File: src/rtl/keypad_scan.sv
// 4x4 matrix keypad scanner: drives one-hot active-low columns, samples rows,
// debounces whole scan frames and reports press/release events with a key code.
module keypad_scan #(
  parameter int SCAN_DIV       = 100000,
  parameter int DEBOUNCE_SCANS = 4
) (
  input  logic        clk,
  input  logic        reset,
  input  logic [3:0]  row,
  output logic [3:0]  col,
  output logic [15:0] key_state,
  output logic        key_valid,
  output logic [3:0]  key_code,
  output logic        key_held,
  output logic        key_release
);

  localparam int DIV_W = $clog2(SCAN_DIV);
  localparam int CNT_W = $clog2(DEBOUNCE_SCANS + 1);
  localparam logic [DIV_W-1:0] DIV_LAST = DIV_W'(SCAN_DIV - 1);
  localparam logic [CNT_W-1:0] CNT_MAX  = CNT_W'(DEBOUNCE_SCANS);

  // Key code indexed by bit position col_idx*4 + row_idx.
  localparam logic [3:0] CODE_MAP [16] = '{
    4'd1,  4'd4,  4'd7,  4'd14,
    4'd2,  4'd5,  4'd8,  4'd0,
    4'd3,  4'd6,  4'd9,  4'd15,
    4'd10, 4'd11, 4'd12, 4'd13
  };

  typedef enum logic {IDLE, HELD} state_t;

  logic [3:0]       row_meta, row_sync;
  logic [DIV_W-1:0] div_cnt;
  logic             tick, frame_end, commit;
  logic [1:0]       col_idx, idx_next;
  logic [15:0]      frame_raw, frame_prev, frame_next;
  logic [CNT_W-1:0] stable_cnt, cnt_next;
  state_t           state;

  function automatic logic [3:0] lowest_code(input logic [15:0] map);
    logic [3:0] idx;
    idx = '0;
    for (int i = 15; i >= 0; i--)
      if (map[i]) idx = 4'(i);
    return CODE_MAP[idx];
  endfunction

  // NOTE: sequential state uses non-blocking assignments so every flop samples pre-edge values.
  always_ff @(posedge clk) begin
    if (reset) begin
      row_meta <= 4'hF;
      row_sync <= 4'hF;
    end else begin
      row_meta <= row;
      row_sync <= row_meta;
    end
  end

  assign tick      = (div_cnt == DIV_LAST);
  assign frame_end = tick && (col_idx == 2'd3);
  assign idx_next  = col_idx + 2'd1;

  // The frame completing on this tick still lacks column 3; splice it in here.
  // NOTE: every signal driven in always_comb gets a default first so no latch is inferred.
  always_comb begin
    frame_next        = frame_raw;
    frame_next[15:12] = ~row_sync;
    cnt_next          = CNT_W'(1);
    if (frame_next == frame_prev)
      cnt_next = (stable_cnt == CNT_MAX) ? CNT_MAX : stable_cnt + 1'b1;
  end

  assign commit = frame_end && (cnt_next == CNT_MAX);

  always_ff @(posedge clk) begin
    if (reset) begin
      div_cnt    <= '0;
      col_idx    <= 2'd0;
      col        <= 4'b1110;
      frame_raw  <= '0;
      frame_prev <= '0;
      stable_cnt <= '0;
    end else begin
      div_cnt <= div_cnt + 1'b1;
      if (tick) begin
        div_cnt                         <= '0;
        frame_raw[{col_idx, 2'b00} +: 4] <= ~row_sync;
        col_idx                         <= idx_next;
        col                             <= ~(4'b0001 << idx_next);
      end
      if (frame_end) begin
        stable_cnt <= cnt_next;
        if (frame_next != frame_prev) frame_prev <= frame_next;
      end
    end
  end

  always_ff @(posedge clk) begin
    if (reset) begin
      state       <= IDLE;
      key_state   <= '0;
      key_valid   <= 1'b0;
      key_code    <= '0;
      key_held    <= 1'b0;
      key_release <= 1'b0;
    end else begin
      key_valid   <= 1'b0;
      key_release <= 1'b0;
      if (commit) begin
        key_state <= frame_next;
        case (state)
          IDLE: if (frame_next != '0) begin
            key_valid <= 1'b1;
            key_code  <= lowest_code(frame_next);
            key_held  <= 1'b1;
            state     <= HELD;
          end
          HELD: if (frame_next == '0) begin
            key_release <= 1'b1;
            key_held    <= 1'b0;
            state       <= IDLE;
          end
          default: state <= IDLE;
        endcase
      end
    end
  end

endmodule
File: config.mk
export PLATFORM = sky130hd
export DESIGN_NAME = keypad_scan
export DESIGN_NICKNAME = d
export VERILOG_FILES = /design/src/rtl/keypad_scan.sv
export SDC_FILE = /design/constraint.sdc
export NUM_CORES = 1
export LEC_CHECK = 0
export ABC_CLOCK_PERIOD_IN_PS = 4030
export BUFFER_PORTS_ARGS = -buffer_cell sky130_fd_sc_hd__buf_4
export CAP_MARGIN = 20
export CORE_MARGIN = 1
export CORE_UTILIZATION = 30
export CTS_BUF_LIST = sky130_fd_sc_hd__clkbuf_8 sky130_fd_sc_hd__clkbuf_16
export DETAILED_ROUTE_END_ITERATION = 10
export GPL_TIMING_DRIVEN = 0
export RECOVER_POWER = 100
export SKIP_LAST_GASP = 1
export SYNTH_ARGS = -nofsm -noshare
export SYNTH_HDL_FRONTEND = slang
export SYNTH_SLANG_ARGS = --single-unit
File: constraint.sdc
create_clock -name clk -period 4.03 [get_ports clk]
set_input_delay 0.6045 -clock clk [delete_from_list [all_inputs] [get_ports clk]]
set_output_delay 0.6045 -clock clk [all_outputs]
set_load 0.01 [all_outputs]
==> summary.md <==
| Metric | Value |
|---|---|
| Worst setup path endpoint | `key_state[11]$_SDFFE_PP0P_` |
| Vias in the first global route | `~3000` |
| Vias/cell | `~4.9` |
| Final Core Density | `0.357` |
| Maximum clock insertion buffer count | `2` |
| Synthesis-stage register bit count | `86` |
| Layout Nets | `492` |
| Critical path start-end classification | `reg -> reg` |
| Detailed-route wire length per cell | `between 10 and 15 um` |
| Die X-Extent | `approximately 120 um` |
| Arrival time of data at the critical path endpoint | `3.22 ns` |
| Count of unresolved DRC violations after routing | `0` |
| Number of hold violations in the final report | `0` |
| Cell type contributing the most total cell area after synthesis | `sky130_fd_sc_hd__dfxtp_1` |
| Aggregate global routing overflow | `0` |
| Share of synthesized flip-flops with an asynchronous set or reset | `0` |
| Reg clk slew, reported paths | `0.06 ns` |
| Share of the clock period used by the worst path | `0.746` |
| Starting DRT DRC Count | `roughly 140` |
| Number of distinct standard cells referenced by the synthesized netlist | `49` |
| TritonCTS clock tree | `built` |
| Number of instances resized during post-cts repair | `0` |
| Cell count after synthesis | `436` |
| Worst rel slew slack | `0.416` |
| Clock skew | `0.00874 ns` |
| Number of antenna-violating nets in the routed design | `0` |
| Length of the first detailed-routing pass in iterations | `4` |
| Worst reg2reg startpoint | `row_sync[2]$_SDFF_PP1_` |
| Deepest level of the CTS H-tree | `3` |
| Run status | `finished, final reports clean` |
| Fraction of final layout cells sized beyond drive strength 1 | `0.104` |
| Max_cap viols | `0` |
| Clock sink total | `86` |
| Root buffer cell | `sky130_fd_sc_hd__clkbuf_16` |
| Endpoint type of the worst setup path | `flip-flop` |
| Number of antenna diodes | `0` |
| Worst reg2reg path depth | `9` |
| Routed via count | `approximately 3200` |
| Initial antenna violation count | `0` |
| Average size of a mapped cell | `9.02 um^2` |
| Effective utilization at floorplan | `0.309` |
| Synth warn | `0` |
| Detailed placer's ending HPWL | `6.37 mm` |
| Instance area after placement | `~4400 um^2` |
| Final TNS setup | `0 ns` |
| Worst Setup Start Kind | `flip-flop` |
| Number of slew-limit violations in the final report | `0` |
| Slack of the worst reg-to-reg path | `1.02 ns` |
| Layout-stage area growth over the synthesis result | `15.5%` |
| Clock period minus final worst setup slack | `3.01 ns` |
| Primary flip-flop cell chosen by synthesis mapping | `sky130_fd_sc_hd__dfxtp_1` |
| Filler cell count | `1355` |
| Path class of the lowest-slack min-delay path | `reg -> reg` |
| Required @ worst endpoint | `~4.3 ns` |
| IR Drop Worst-Case VDD | `189 uV` |
| Combined global-route utilization of all metal layers | `0.146` |
| Total power per unit cell area | `401 nW/um^2` |
| Cells taking the most area after synthesis | `sky130_fd_sc_hd__dfxtp_1 44%, sky130_fd_sc_hd__nor2_1 7.3%, sky130_fd_sc_hd__mux2i_1 6.6%` |
| Routed wire length | `8.99 mm` |
| Floorplan Core Area | `12700 um^2` |
| Clock buffers created by TritonCTS | `9` |
| Post-synth top area share | `0.438` |
| Io pins | `33` |
| Wire length of the first global-routing pass | `15.0 mm` |
| RSZ-0062 raised after global routing | `false` |
| Later-pin clock latency in the skew report | `0.34 ns` |
| Chip Height | `116 um` |
| Leakage power | `about 0.0016 uW` |
| Capturing point of the worst reg2reg path | `key_state[11]$_SDFFE_PP0P_` |
| Fraction of the yosys area taken by sequential cells | `0.438` |
| Final setup violation count | `0` |
| Die outline area | `13600 um^2` |
| Standard-cell rows | `41` |
| Count of flip-flops with a built-in enable after synthesis | `0` |
| Cell Area, Synth | `between 3000 and 4000 um^2` |
| Largest net degree at the start of global routing | `14` |
| Port Buffers | `31` |
| Maximum fanout encountered on the critical timing path | `10` |
| Syn Nets | `450` |
| Weighted congestion at the end of routability-driven global placement | `0.848` |
| Number of hold buffers added after cts | `0` |
| Layout Cell Area excl Fill | `between 4000 and 5000 um^2` |
| Hold slack | `approximately 0.4 ns` |
| Launching element of the worst setup path | `row_sync[2]$_SDFF_PP1_` |
| Maximum achievable frequency | `333 MHz` |
| Buffers inserted by post-CTS timing repair | `0` |
| Worst Max-Slew Pin Slew | `0.864 ns` |
cell families after synthesis:
kind of cell / Yosys count / synth area share
AOI/OAI and AO/OA: 59 / 0.101
DFF: 86 / 0.438
and+or+nand+nor: 187 / 0.244
buffers and inverters: 40 / 0.0576
xor gates and xnor gates: 30 / 0.0687
adders and majority gates: 8 / 0.0255
muxes: 26 / 0.0662
cells in the mapped netlist (9+ instances only):
cell type and number:
sky130_fd_sc_hd__mux2i_1 26, sky130_fd_sc_hd__o21ai_0 9, sky130_fd_sc_hd__nand2_1 18, sky130_fd_sc_hd__or2_2 9
sky130_fd_sc_hd__buf_2 10, sky130_fd_sc_hd__nand3_1 9, sky130_fd_sc_hd__nand4_1 11, sky130_fd_sc_hd__xor2_1 12
sky130_fd_sc_hd__xnor2_1 17, sky130_fd_sc_hd__dfxtp_1 86, sky130_fd_sc_hd__nor3_1 19, sky130_fd_sc_hd__nand2b_1 9
sky130_fd_sc_hd__nor2_1 77, sky130_fd_sc_hd__a21oi_1 26, sky130_fd_sc_hd__nor4_1 9, sky130_fd_sc_hd__inv_1 9
sky130_fd_sc_hd__clkbuf_1 10
registers in the layout, summed over array words and instances, names as in the netlist:
name / cells
state: 1
row_sync: 4
div_cnt: 17
row_meta: 4
key_release: 1
frame_raw: 12
key_valid: 1
stable_cnt: 3
frame_prev: 16
col: 4
key_state: 16
col_idx: 2
key_held: 1
key_code: 4
worst min path at each step:
stage	startpoint	end	slack, ns	depth (start not counted)
after floorplan	row_meta[0]$_SDFF_PP1_	row_sync[0]$_SDFF_PP1_	0.39	1
after global placement	row_meta[3]$_SDFF_PP1_	row_sync[3]$_SDFF_PP1_	0.39	1
after detailed placement	row_meta[1]$_SDFF_PP1_	row_sync[1]$_SDFF_PP1_	0.40	1
after CTS	row_meta[1]$_SDFF_PP1_	row_sync[1]$_SDFF_PP1_	0.41	1
after global routing	row_meta[2]$_SDFF_PP1_	row_sync[2]$_SDFF_PP1_	0.43	1
final	row_meta[1]$_SDFF_PP1_	row_sync[1]$_SDFF_PP1_	0.41	1
final cells by class:
cell class / instances / area [um^2] / share of cell area
inverters: 9 / 33.8 / 0.00744
clock inverters: 4 / 72.6 / 0.0160
well taps: 172 / 215 / 0.0474
repair buffers: 31 / 131 / 0.0289
multi-input cells: 310 / 1960 / 0.432
clock buffers: 10 / 239 / 0.0526
flip-flops and latches: 86 / 1720 / 0.379
plain buffers: 31 / 168 / 0.0369
placed cells by master (no fill, tap or decap), types with 2 or more instances in the layout:
master / n
sky130_fd_sc_hd__or3_1: 4
sky130_fd_sc_hd__a21oi_1: 26
sky130_fd_sc_hd__mux2i_1: 26
sky130_fd_sc_hd__a211oi_2: 3
sky130_fd_sc_hd__dfxtp_1: 86
sky130_fd_sc_hd__nand3_1: 9
sky130_fd_sc_hd__clkbuf_16: 9
sky130_fd_sc_hd__nand2b_1: 9
sky130_fd_sc_hd__buf_6: 4
sky130_fd_sc_hd__nor3_1: 20
sky130_fd_sc_hd__nand2_1: 19
sky130_fd_sc_hd__bufinv_16: 2
sky130_fd_sc_hd__or4_1: 4
sky130_fd_sc_hd__a211oi_1: 8
sky130_fd_sc_hd__buf_2: 8
sky130_fd_sc_hd__nor2_1: 77
sky130_fd_sc_hd__nor2b_1: 2
sky130_fd_sc_hd__or2_2: 9
sky130_fd_sc_hd__xnor2_1: 17
sky130_fd_sc_hd__nor4_1: 10
sky130_fd_sc_hd__clkbuf_1: 43
sky130_fd_sc_hd__nand4_1: 11
sky130_fd_sc_hd__inv_1: 9
sky130_fd_sc_hd__nand3b_1: 4
sky130_fd_sc_hd__o21ai_0: 9
sky130_fd_sc_hd__xor2_1: 12
sky130_fd_sc_hd__ha_1: 8
sky130_fd_sc_hd__nand4bb_1: 2
sky130_fd_sc_hd__buf_4: 7
sky130_fd_sc_hd__o2111ai_1: 2
power by group:
group | internal, uW | switching [uW]
sequential | 858 | 4.64
clock | 552 | 332
combinational | 27.7 | 47.6
total | 1440 | 384
metrics by stage:
stage	setup slack (ns)	power (uW)	std cells
finish	1.02	1820	653
floorplan	1.91	938	436
global placement	1.54	959	639
global route	0.699	1890	653
detailed placement	1.53	961	639
CTS	1.53	1840	653
routing by layer:
| metal | track usage | part of all wire | routed length [um] | up-vias |
|---|---|---|---|---|
| met4 | 0.0709 | 0.026 | 231 | 0 |
| met3 | 0.0374 | 0.047 | 422 | 16 |
| met1 | 0.186 | 0.47 | 4220 | 1519 |
| met2 | 0.230 | 0.46 | 4110 | 60 |
| met5 | 0 | 0 | 0 | - |
| li1 | - | - | - | 1596 |
critical path: stages, from the launching register on:
cell and delay (ns):
sky130_fd_sc_hd__dfxtp_1 0.30, sky130_fd_sc_hd__clkbuf_1 0.43, sky130_fd_sc_hd__xor2_1 0.25, sky130_fd_sc_hd__nand4_1 0.11
sky130_fd_sc_hd__or4_1 0.50, sky130_fd_sc_hd__clkbuf_1 0.22, sky130_fd_sc_hd__nor3_4 0.35, sky130_fd_sc_hd__clkbuf_1 0.43
sky130_fd_sc_hd__mux2i_1 0.24, sky130_fd_sc_hd__nor2_1 0.05
Power figures use the tool's default switching activity.
